$ cat src/rtl/uart_pkg.sv
// Shared UART definitions: baud select codes, receive divisor table,
// receiver state encoding and the 3-sample majority vote.
package uart_pkg;

   localparam logic [1:0] BD_1200 = 2'b00;
   localparam logic [1:0] BD_2400 = 2'b01;
   localparam logic [1:0] BD_4800 = 2'b10;
   localparam logic [1:0] BD_9600 = 2'b11;

   typedef enum logic [1:0] {
      IDLE  = 2'b00,
      START = 2'b01,
      DATA  = 2'b10,
      STOP  = 2'b11
   } rx_state_t;

   // Clocks per oversampling tick, rounded to nearest: round(clk/(16*baud)).
   function automatic int div_for(input logic [1:0] rate, input int clk_freq);
      int baud;
      case (rate)
         BD_1200: baud = 32'sd1200;
         BD_2400: baud = 32'sd2400;
         BD_4800: baud = 32'sd4800;
         BD_9600: baud = 32'sd9600;
         default: baud = 32'sd9600;
      endcase
      return (clk_freq + 32'sd8 * baud) / (32'sd16 * baud);
   endfunction

   function automatic logic majority3(input logic a, input logic b, input logic c);
      return (a & b) | (a & c) | (b & c);
   endfunction

endpackage

$ cat src/rtl/uart_rx_tick_gen.sv
// 16x oversampling tick generator: the prescaler reloads at DIV-1 and pulses
// tick for one clock; clr restarts it so ticks line up with the start edge.
module uart_rx_tick_gen
   import uart_pkg::*;
#(
   parameter int CLK_FREQ = 50_000_000
) (
   input  logic       clk,
   input  logic       rst,
   input  logic       clr,
   input  logic [1:0] rate,
   output logic       tick
);

   localparam int PW = $clog2(div_for(BD_1200, CLK_FREQ));
   localparam logic [PW-1:0] LAST_1200 = PW'(div_for(BD_1200, CLK_FREQ) - 1);
   localparam logic [PW-1:0] LAST_2400 = PW'(div_for(BD_2400, CLK_FREQ) - 1);
   localparam logic [PW-1:0] LAST_4800 = PW'(div_for(BD_4800, CLK_FREQ) - 1);
   localparam logic [PW-1:0] LAST_9600 = PW'(div_for(BD_9600, CLK_FREQ) - 1);

   logic [PW-1:0] presc;
   logic [PW-1:0] last;

   // Divisor mux driven by the rate latched at the start of the frame.
   always_comb begin
      last = LAST_9600;
      case (rate)
         BD_1200: last = LAST_1200;
         BD_2400: last = LAST_2400;
         BD_4800: last = LAST_4800;
         BD_9600: last = LAST_9600;
         default: last = LAST_9600;
      endcase
   end

   // Prescaler; the >= compare keeps it inside range whatever the divisor.
   always_ff @(posedge clk) begin
      if (rst || clr) begin
         presc <= '0;
         tick  <= 1'b0;
      end else if (presc >= last) begin
         presc <= '0;
         tick  <= 1'b1;
      end else begin
         presc <= presc + 1'b1;
         tick  <= 1'b0;
      end
   end

endmodule

$ cat src/rtl/uart_rx_core.sv
// 8N1 UART receiver: two-flop synchronizer, 16x oversampled bit FSM with a
// majority vote on ticks 7..9, right-shifting data register, pulse outputs.
module uart_rx_core
   import uart_pkg::*;
#(
   parameter int CLK_FREQ   = 50_000_000,
   parameter int OVERSAMPLE = 16,
   parameter int DATA_BITS  = 8
) (
   input  logic                 clk,
   input  logic                 rst,
   input  logic [1:0]           bd_rate,
   input  logic                 rx,
   output logic [DATA_BITS-1:0] rx_data,
   output logic                 rx_valid,
   output logic                 frame_err,
   output logic                 rx_busy
);

   localparam int TW = $clog2(OVERSAMPLE);
   localparam int BW = $clog2(DATA_BITS);
   localparam logic [TW-1:0] T_S0   = TW'(OVERSAMPLE / 2 - 1);
   localparam logic [TW-1:0] T_S1   = TW'(OVERSAMPLE / 2);
   localparam logic [TW-1:0] T_DEC  = TW'(OVERSAMPLE / 2 + 1);
   localparam logic [TW-1:0] T_LAST = TW'(OVERSAMPLE - 1);
   localparam logic [BW-1:0] B_LAST = BW'(DATA_BITS - 1);

   rx_state_t            state, state_nx;
   logic                 rx_meta, rx_s;
   logic [1:0]           rate_q, rate_nx;
   logic [TW-1:0]        tick_cnt, tick_cnt_nx;
   logic [BW-1:0]        bit_cnt, bit_cnt_nx;
   logic [1:0]           samp, samp_nx;
   logic [DATA_BITS-1:0] shreg, shreg_nx, rx_data_nx;
   logic                 armed, armed_nx, valid_nx, err_nx;
   logic                 clr, tick, maj, decide, bit_end;

   uart_rx_tick_gen #(.CLK_FREQ(CLK_FREQ)) u_tick (
      .clk  (clk),
      .rst  (rst),
      .clr  (clr),
      .rate (rate_q),
      .tick (tick)
   );

   // Two-flop synchronizer; resets high so reset never looks like a start edge.
   always_ff @(posedge clk) begin
      if (rst) begin
         rx_meta <= 1'b1;
         rx_s    <= 1'b1;
      end else begin
         rx_meta <= rx;
         rx_s    <= rx_meta;
      end
   end

   assign maj     = majority3(samp[0], samp[1], rx_s);
   assign decide  = tick && (tick_cnt == T_DEC);
   assign bit_end = tick && (tick_cnt == T_LAST);

   // Next-state, sampling, shifting and output-pulse logic.
   always_comb begin
      state_nx    = state;
      rate_nx     = rate_q;
      tick_cnt_nx = tick_cnt;
      bit_cnt_nx  = bit_cnt;
      samp_nx     = samp;
      shreg_nx    = shreg;
      rx_data_nx  = rx_data;
      armed_nx    = armed;
      valid_nx    = 1'b0;
      err_nx      = 1'b0;
      clr         = 1'b0;

      if ((state != IDLE) && tick) begin
         tick_cnt_nx = tick_cnt + 1'b1;
         if (tick_cnt == T_S0) begin
            samp_nx[0] = rx_s;
         end else if (tick_cnt == T_S1) begin
            samp_nx[1] = rx_s;
         end else begin
            samp_nx = samp;
         end
      end else begin
         tick_cnt_nx = tick_cnt;
      end

      case (state)
         IDLE: begin
            // After a break the line must return high before a new start counts.
            if (armed && !rx_s) begin
               state_nx    = START;
               clr         = 1'b1;
               tick_cnt_nx = '0;
               bit_cnt_nx  = '0;
               rate_nx     = bd_rate;
            end else if (rx_s) begin
               armed_nx = 1'b1;
            end else begin
               armed_nx = armed;
            end
         end
         START: begin
            if (decide && maj) begin
               state_nx = IDLE;
            end else if (bit_end) begin
               state_nx = DATA;
            end else begin
               state_nx = state;
            end
         end
         DATA: begin
            if (decide) begin
               shreg_nx = {maj, shreg[DATA_BITS-1:1]};
            end else if (bit_end) begin
               if (bit_cnt == B_LAST) begin
                  state_nx = STOP;
               end else begin
                  bit_cnt_nx = bit_cnt + 1'b1;
               end
            end else begin
               state_nx = state;
            end
         end
         STOP: begin
            if (decide) begin
               state_nx = IDLE;
               if (maj) begin
                  rx_data_nx = shreg;
                  valid_nx   = 1'b1;
               end else begin
                  err_nx   = 1'b1;
                  armed_nx = 1'b0;
               end
            end else begin
               state_nx = state;
            end
         end
         default: state_nx = IDLE;
      endcase
   end

   // FSM state register.
   always_ff @(posedge clk) begin
      if (rst) begin
         state <= IDLE;
      end else begin
         state <= state_nx;
      end
   end

   // Datapath and registered outputs.
   always_ff @(posedge clk) begin
      if (rst) begin
         rate_q    <= BD_1200;
         tick_cnt  <= '0;
         bit_cnt   <= '0;
         samp      <= 2'b00;
         shreg     <= '0;
         armed     <= 1'b0;
         rx_data   <= '0;
         rx_valid  <= 1'b0;
         frame_err <= 1'b0;
         rx_busy   <= 1'b0;
      end else begin
         rate_q    <= rate_nx;
         tick_cnt  <= tick_cnt_nx;
         bit_cnt   <= bit_cnt_nx;
         samp      <= samp_nx;
         shreg     <= shreg_nx;
         armed     <= armed_nx;
         rx_data   <= rx_data_nx;
         rx_valid  <= valid_nx;
         frame_err <= err_nx;
         rx_busy   <= (state_nx != IDLE);
      end
   end

endmodule

$ cat config.mk
export PLATFORM = sky130hd
export DESIGN_NAME = uart_rx_core
export DESIGN_NICKNAME = d
export VERILOG_FILES = /design/src/rtl/uart_pkg.sv /design/src/rtl/uart_rx_tick_gen.sv /design/src/rtl/uart_rx_core.sv
export SDC_FILE = /design/constraint.sdc
export NUM_CORES = 1
export LEC_CHECK = 0
export ABC_AREA = 1
export ABC_CLOCK_PERIOD_IN_PS = 1800
export BUFFER_PORTS_ARGS = -buffer_cell sky130_fd_sc_hd__buf_4
export CAP_MARGIN = 25
export CORE_MARGIN = 1.5
export CORE_UTILIZATION = 53
export DETAILED_ROUTE_END_ITERATION = 8
export GPL_TIMING_DRIVEN = 0
export PLACE_DENSITY = 0.72
export SLEW_MARGIN = 30
export SYNTH_ARGS = -nofsm -noshare
export SYNTH_HDL_FRONTEND = slang
export SYNTH_SLANG_ARGS = --single-unit
$ cat constraint.sdc
create_clock -name clk -period 1.8 [get_ports clk]
set_input_delay 0.36 -clock clk [delete_from_list [all_inputs] [get_ports clk]]
set_output_delay 0.36 -clock clk [all_outputs]
set_load 0.01 [all_outputs]
== Yosys cells after proc, flatten, opt, wreduce, memory -nomap -nowiden ==
Index checks and enable logic that the tools add are counted.

* $add $sub $neg: 3
* $lt $le $gt $ge: 1
* Eq/ne operators: 19
* Muxes and demuxes: 27
* Bitwise logic cells: 8
* Reductions and logical operators: 22

{| class="wikitable"
|+ Operators by type and width
! kind !! number
|-
| $pmux W12 S4 || 1
|-
| $ne A2 B2 Y1 const B || 8
|-
| $mux W2 || 7
|-
| $add A12 B1 Y12 const B || 1
|-
| $eq A4 B4 Y1 const B || 3
|-
| $ge A12 B12 Y1 || 1
|-
| $mux W3 || 4
|-
| $mux W4 || 3
|-
| $reduce_and A5 Y1 || 2
|-
| $mux W1 || 9
|-
| $eq A2 B2 Y1 const B || 4
|-
| $pmux W2 S4 || 1
|-
| $reduce_bool A2 Y1 || 4
|-
| $pmux W3 S2 || 1
|-
| $reduce_and A2 Y1 || 3
|-
| $reduce_and A3 Y1 || 2
|-
| $logic_and A1 B1 Y1 || 5
|-
| $add A4 B1 Y4 const B || 1
|-
| $eq A2 B1 Y1 const B || 2
|-
| $eq A4 B3 Y1 const B || 1
|-
| $logic_not A2 Y1 || 2
|-
| $add A3 B1 Y3 const B || 1
|-
| $and A1 B1 Y1 || 3
|-
| $eq A3 B3 Y1 const B || 1
|-
| other kinds (7) || 10
|}

* Register bits after elaboration: 48
* Input bits: 5
* Output and inout port bits: 11
* Logic and storage cells: 96

== Longest topological paths before layout ==
* Depth after elaboration: 7
* Depth in mapped cells: 15
* Gate-level depth less buffers: 14

== Cells and area by module ==
From an unflattened synthesis, not the netlist that was laid out.

* Cells, all modules: 321
* Area, all modules: 2407.3 um2

{| class="wikitable"
|+ By module, submodules not included
! module !! instances !! cells an instance !! area an instance (um2) !! sequential area each (um2)
|-
| uart_rx_core || 1 || 199 || 1487.7 || 700.7
|-
| uart_rx_tick_gen || 1 || 122 || 919.6 || 260.2
|}

== Worst setup path after synthesis ==
Ideal clock, no wire load.

* Path type: register to register
* Start: register rate_q[0]
* End: register u_tick.presc[6]
* Library setup time: 0.062 ns
* Arrival time: 1.636 ns
* Data required time: 1.738 ns
* Path slack: 0.102 ns
* Cell stages (with the launch flop): 11
* Path buffers: 1
* Period minus slack after synthesis: 1.698 ns
* Path through: dfxtp_1 -> inv_2 -> nand2_1 -> ha_1 -> a21o_2 -> nor2_1 -> nor2_1 -> nor2_2 -> nand3_2 -> buf_6 -> nor2_2

* Word-level cells in the longest chain between the ends: 4
* Elaborated cells between the ends (all ways): 7
* Classes of those cells: 1 x order compare; 3 x eq/ne; 1 x mux; 2 x reduce/logical

{| class="wikitable"
|+ RTL lines
! item !! line !! text
|-
| from (decl) || uart_rx_core.sv:30 || <nowiki>logic [1:0] rate_q, rate_nx;</nowiki>
|-
| from (signal assigned) || uart_rx_core.sv:166 || <nowiki>rate_q <= rate_nx;</nowiki>
|-
| $eq A2 B2 Y1, or another cell as far along || uart_rx_tick_gen.sv:27 || <nowiki>case (rate)</nowiki>
|-
| $pmux W12 S4 (*) || uart_rx_tick_gen.sv:27 ||
|-
| $ge A12 B12 Y1 (*) || uart_rx_tick_gen.sv:41 || <nowiki>end else if (presc >= last) begin</nowiki>
|-
| $reduce_or A2 Y1 (no line) (*) || - ||
|-
| to (signal assigned) || uart_rx_tick_gen.sv:45 || <nowiki>presc <= presc + 1'b1;</nowiki>
|-
| to (decl) || uart_rx_tick_gen.sv:21 || <nowiki>logic [PW-1:0] presc;</nowiki>
|}

Every way passes the cells marked *; elsewhere a longest branch is shown, timed or not.
A chain may end at the register's enable or synchronous reset.

== Worst setup path in the final report ==
* Start: register rate_q[0]
* End: register u_tick.presc[7]

Same word-level chain as after synthesis.

==> summary.md <==
| Metric | Value |
|---|---|
| Status | finished, final reports clean |
| Yosys warning total | 0 |
| Syn_nets | 315 |
| Post-route cell area | 2678 um2 |
| Largest net degree at the start of global routing | 17 |
| Layout cells sized above 1 | 22.08% |
| Clock root cell | clkbuf_8 |
| Final hold violation count | 0 |
| Setup TNS | 0 ns |
| # port buffers | 14 |
| Die Wd | 68.66 um |
| Worst slew pin tran | 0.3792 ns |
| Worst hold path type | in -> reg |
| CP cell instances | buf_6, nand2_2, ha_1, a21oi_1, nor2_1, nor2_1, nor2_1, nor2_2, nand3_4, clkbuf_16, nor2_2 |
| Seq cells post-synth | 48 |
| Worst vdd ir | 556.1 uV |
| CTS clock-pin slew for the worst setup and hold paths | 0.09 ns |
| Power density cells | 755.1 nW/um2 |
| CTS tree | built |
| Distinct cells, synth | 32 |
| Leakage | 0.001143 uW |
| Drt first-iter violations | 63 |
| Crit path DAT | 1.99 ns |
| Vias in the first global route | 1687 |
| Area leader, netlist | dfxtp_1 |
| Gate Count Post-Synth | 293 |
| Via count | 1823 |
| Clock Skew | 0.01187 ns |
| First-pass GRT wire length | 6969 um |
| Worst Setup Path Type | reg -> reg |
| Ant. Diodes | 0 |
| Max cap viols | 0 |
| Synth-to-layout area growth | 17.20% |
| CP max stage cell | dfxtp_4 |
| TritonCTS Buffers | 5 |
| Core ar. | 4058 um2 |
| Reg2reg end | u_tick.presc[7] |
| Initial antenna violation count | 0 |
| Placed cell area | 2452 um2 |
| Mapped cell area | 2285 um2 |
| Crit path max fanout | 7 |
| Critical path endpoint category | flop |
| Pre-Repair DR Iteration Count | 4 |
| Max_slew headroom | 74.72% |
| Die area | 4714 um2 |
| DRC violations left | 0 |
| F_max | 574.6 MHz |
| Fin nets | 338 |
| Final Setup Violations | 0 |
| Flop2flop setup slack | 0.06 ns |
| Initial Util | 56.31% |
| Hold Crit Start | rx |
| CTS sink cnt | 48 |
| Sequential share of the synthesized area | 42.06% |
| Clock latency on the worst-skew pair | 0.31 ns |
| Final min period | 1.740 ns |
| R2r worst-path depth | 11 |
| Share of the synthesized area in the top cell type | 42.06% |
| Hold endpoint | rx_meta |
| Worst r2r src | rate_q[0] |
| Most common cell on crit path | nor2_1 |
| Req. time, crit path | 2.05 ns |
| # IOs | 16 |
| H-tree depth | 2 |
| Global route total overflow | 0 |
| Via density | 4.967 |
| Maximum clock path buffer count | 2 |
| Chip height | 68.66 um |
| Hpwl dp | 2979 um |
| GPL Wtd Cong | 0.8633 |
| Max incr delay on CP | 0.38 ns |
| Remaining antenna violation count after routing | 0 |
| Startpoint Class | flop |
| Synth area leaders | dfxtp_1 (42%), ha_1 (9.3%), nor2_1 (8.1%) |
| GRT Overall Usage | 19.82% |
| Crit share post-route | 96.69% |
| Final Max Tran Viols | 0 |
| WHS Path Cells | 2 |
| Wire per inst | 11.52 um |
| Syn_area_per_cell | 7.798 um2 |
| Number of cell rows | 23 |
| Final wirelength | 4228 um |
cells by family after synthesis:
group                    Yosys count  share of synthesized area (%)
adder cells (fa/ha/maj)           18                          9.748
flip-flops                        48                          42.06
AND/OR/NAND/NOR                  129                          26.62
XOR/XNOR                          10                          3.834
buffers and inverters             44                          7.612
AO/OA/AOI/OAI                     44                          10.13
cell usage after synthesis, drive strengths merged:
cell    number
or2          3
o211a        1
nor3         5
a21o         1
clkbuf       2
nand3b       1
o21ai       25
clkinv       1
maj3         1
dfxtp       48
nand3       16
buf          2
inv         39
ha          17
nand2       40
xor2         9
xnor2        1
nor2        62
a21oi       16
a211oi       1
nand4        2
registers in the layout (all words and copies together), names as in the netlist, 2 cells and up:
name / count
tick_cnt: 4
rate_q: 2
u_tick.presc: 12
bit_cnt: 3
rx_data: 8
shreg: 8
samp: 2
state: 2
worst max-delay path by stage:
stage	start	end	slack [ns]
6_report	rate_q[0]	u_tick.presc[7]	0.06
3_5_place_dp	rate_q[0]	u_tick.presc[3]	-0.14
4_1_cts	rate_q[0]	u_tick.presc[3]	0.02
5_1_grt	rate_q[0]	u_tick.presc[2]	-0.009
3_3_place_gp	rate_q[0]	u_tick.presc[11]	-0.12
2_1_floorplan	rate_q[0]	u_tick.presc[6]	0.10
layer usage:
layer	up-vias	global-route usage, %	share of wire (%)
met4	0	8.000	1.8
met5	-	0	0
met3	9	4.383	2.9
met1	816	23.44	47
met2	23	34.50	48
li1	975	-	-
what timing repair did:
| item | in CTS | in global routing |
|---|---|---|
| hold buffers | 0 | 0 |
| cloned | 0 | 1 |
| pin swaps | 0 | 4 |
| endpoints found under the setup margin | 11 | 10 |
| gates resized for setup | 3 | 13 |
| setup buffers | 1 | 0 |
stage by stage:
stage | cells | worst slack, ns | utilization (%) | power, uW | hold slack (ns)
final | 367 | 0.05961 | 65.99 | 2022 | 0.2348
after global routing | 367 | -0.009391 | 65.99 | 2096 | 0.2296
after CTS | 366 | 0.02183 | 63.61 | 2017 | 0.2294
after detailed placement | 357 | -0.1412 | 60.44 | 1224 | 0.3984
after global placement | 357 | -0.1183 | 60.44 | 1221 | 0.3909
after floorplan | 293 | 0.1016 | - | 1199 | 0.3895
layout make-up:
cell class              count  area [um2]
fillers                   340        1380
multi-input cells         201        1205
flip-flops and latches     48       965.9
inverters                  40       155.1
repair buffers             16       141.4
clock buffers               5       68.82
well taps                  50       62.56
clock inverters             3       46.29
plain buffers               4       32.53
placed cells by master (no fill, tap or decap), types with 2 or more instances in the layout:
master,count
nor2_1,49
dfxtp_1,46
nand2_1,34
inv_1,25
o21ai_1,24
a21oi_1,16
nand3_1,14
ha_1,14
buf_4,14
inv_2,13
nor2_2,11
xor2_1,9
clkbuf_8,5
nand2_2,4
nor3_1,4
ha_4,3
inv_6,2
nand2_4,2
clkbuf_1,2
nand4_1,2
or2_2,2
worst max-delay path, delay by kind of cell (launching register included):
kind	cells	cell delay [ns]
and+or+nand+nor	7	0.63
DFF	1	0.38
buffers and inverters	2	0.34
adders and majority gates	1	0.19
AOI/OAI and AO/OA	1	0.14
power by group:
part	leakage, uW	total [uW]	internal [uW]	switching (uW)
Clock	0.0000548	804	419	385
Combinational	0.000698	130	58.1	72.4
Sequential	0.000389	1090	1070	13.1
Note: power is estimated with default switching activity, not from simulation.
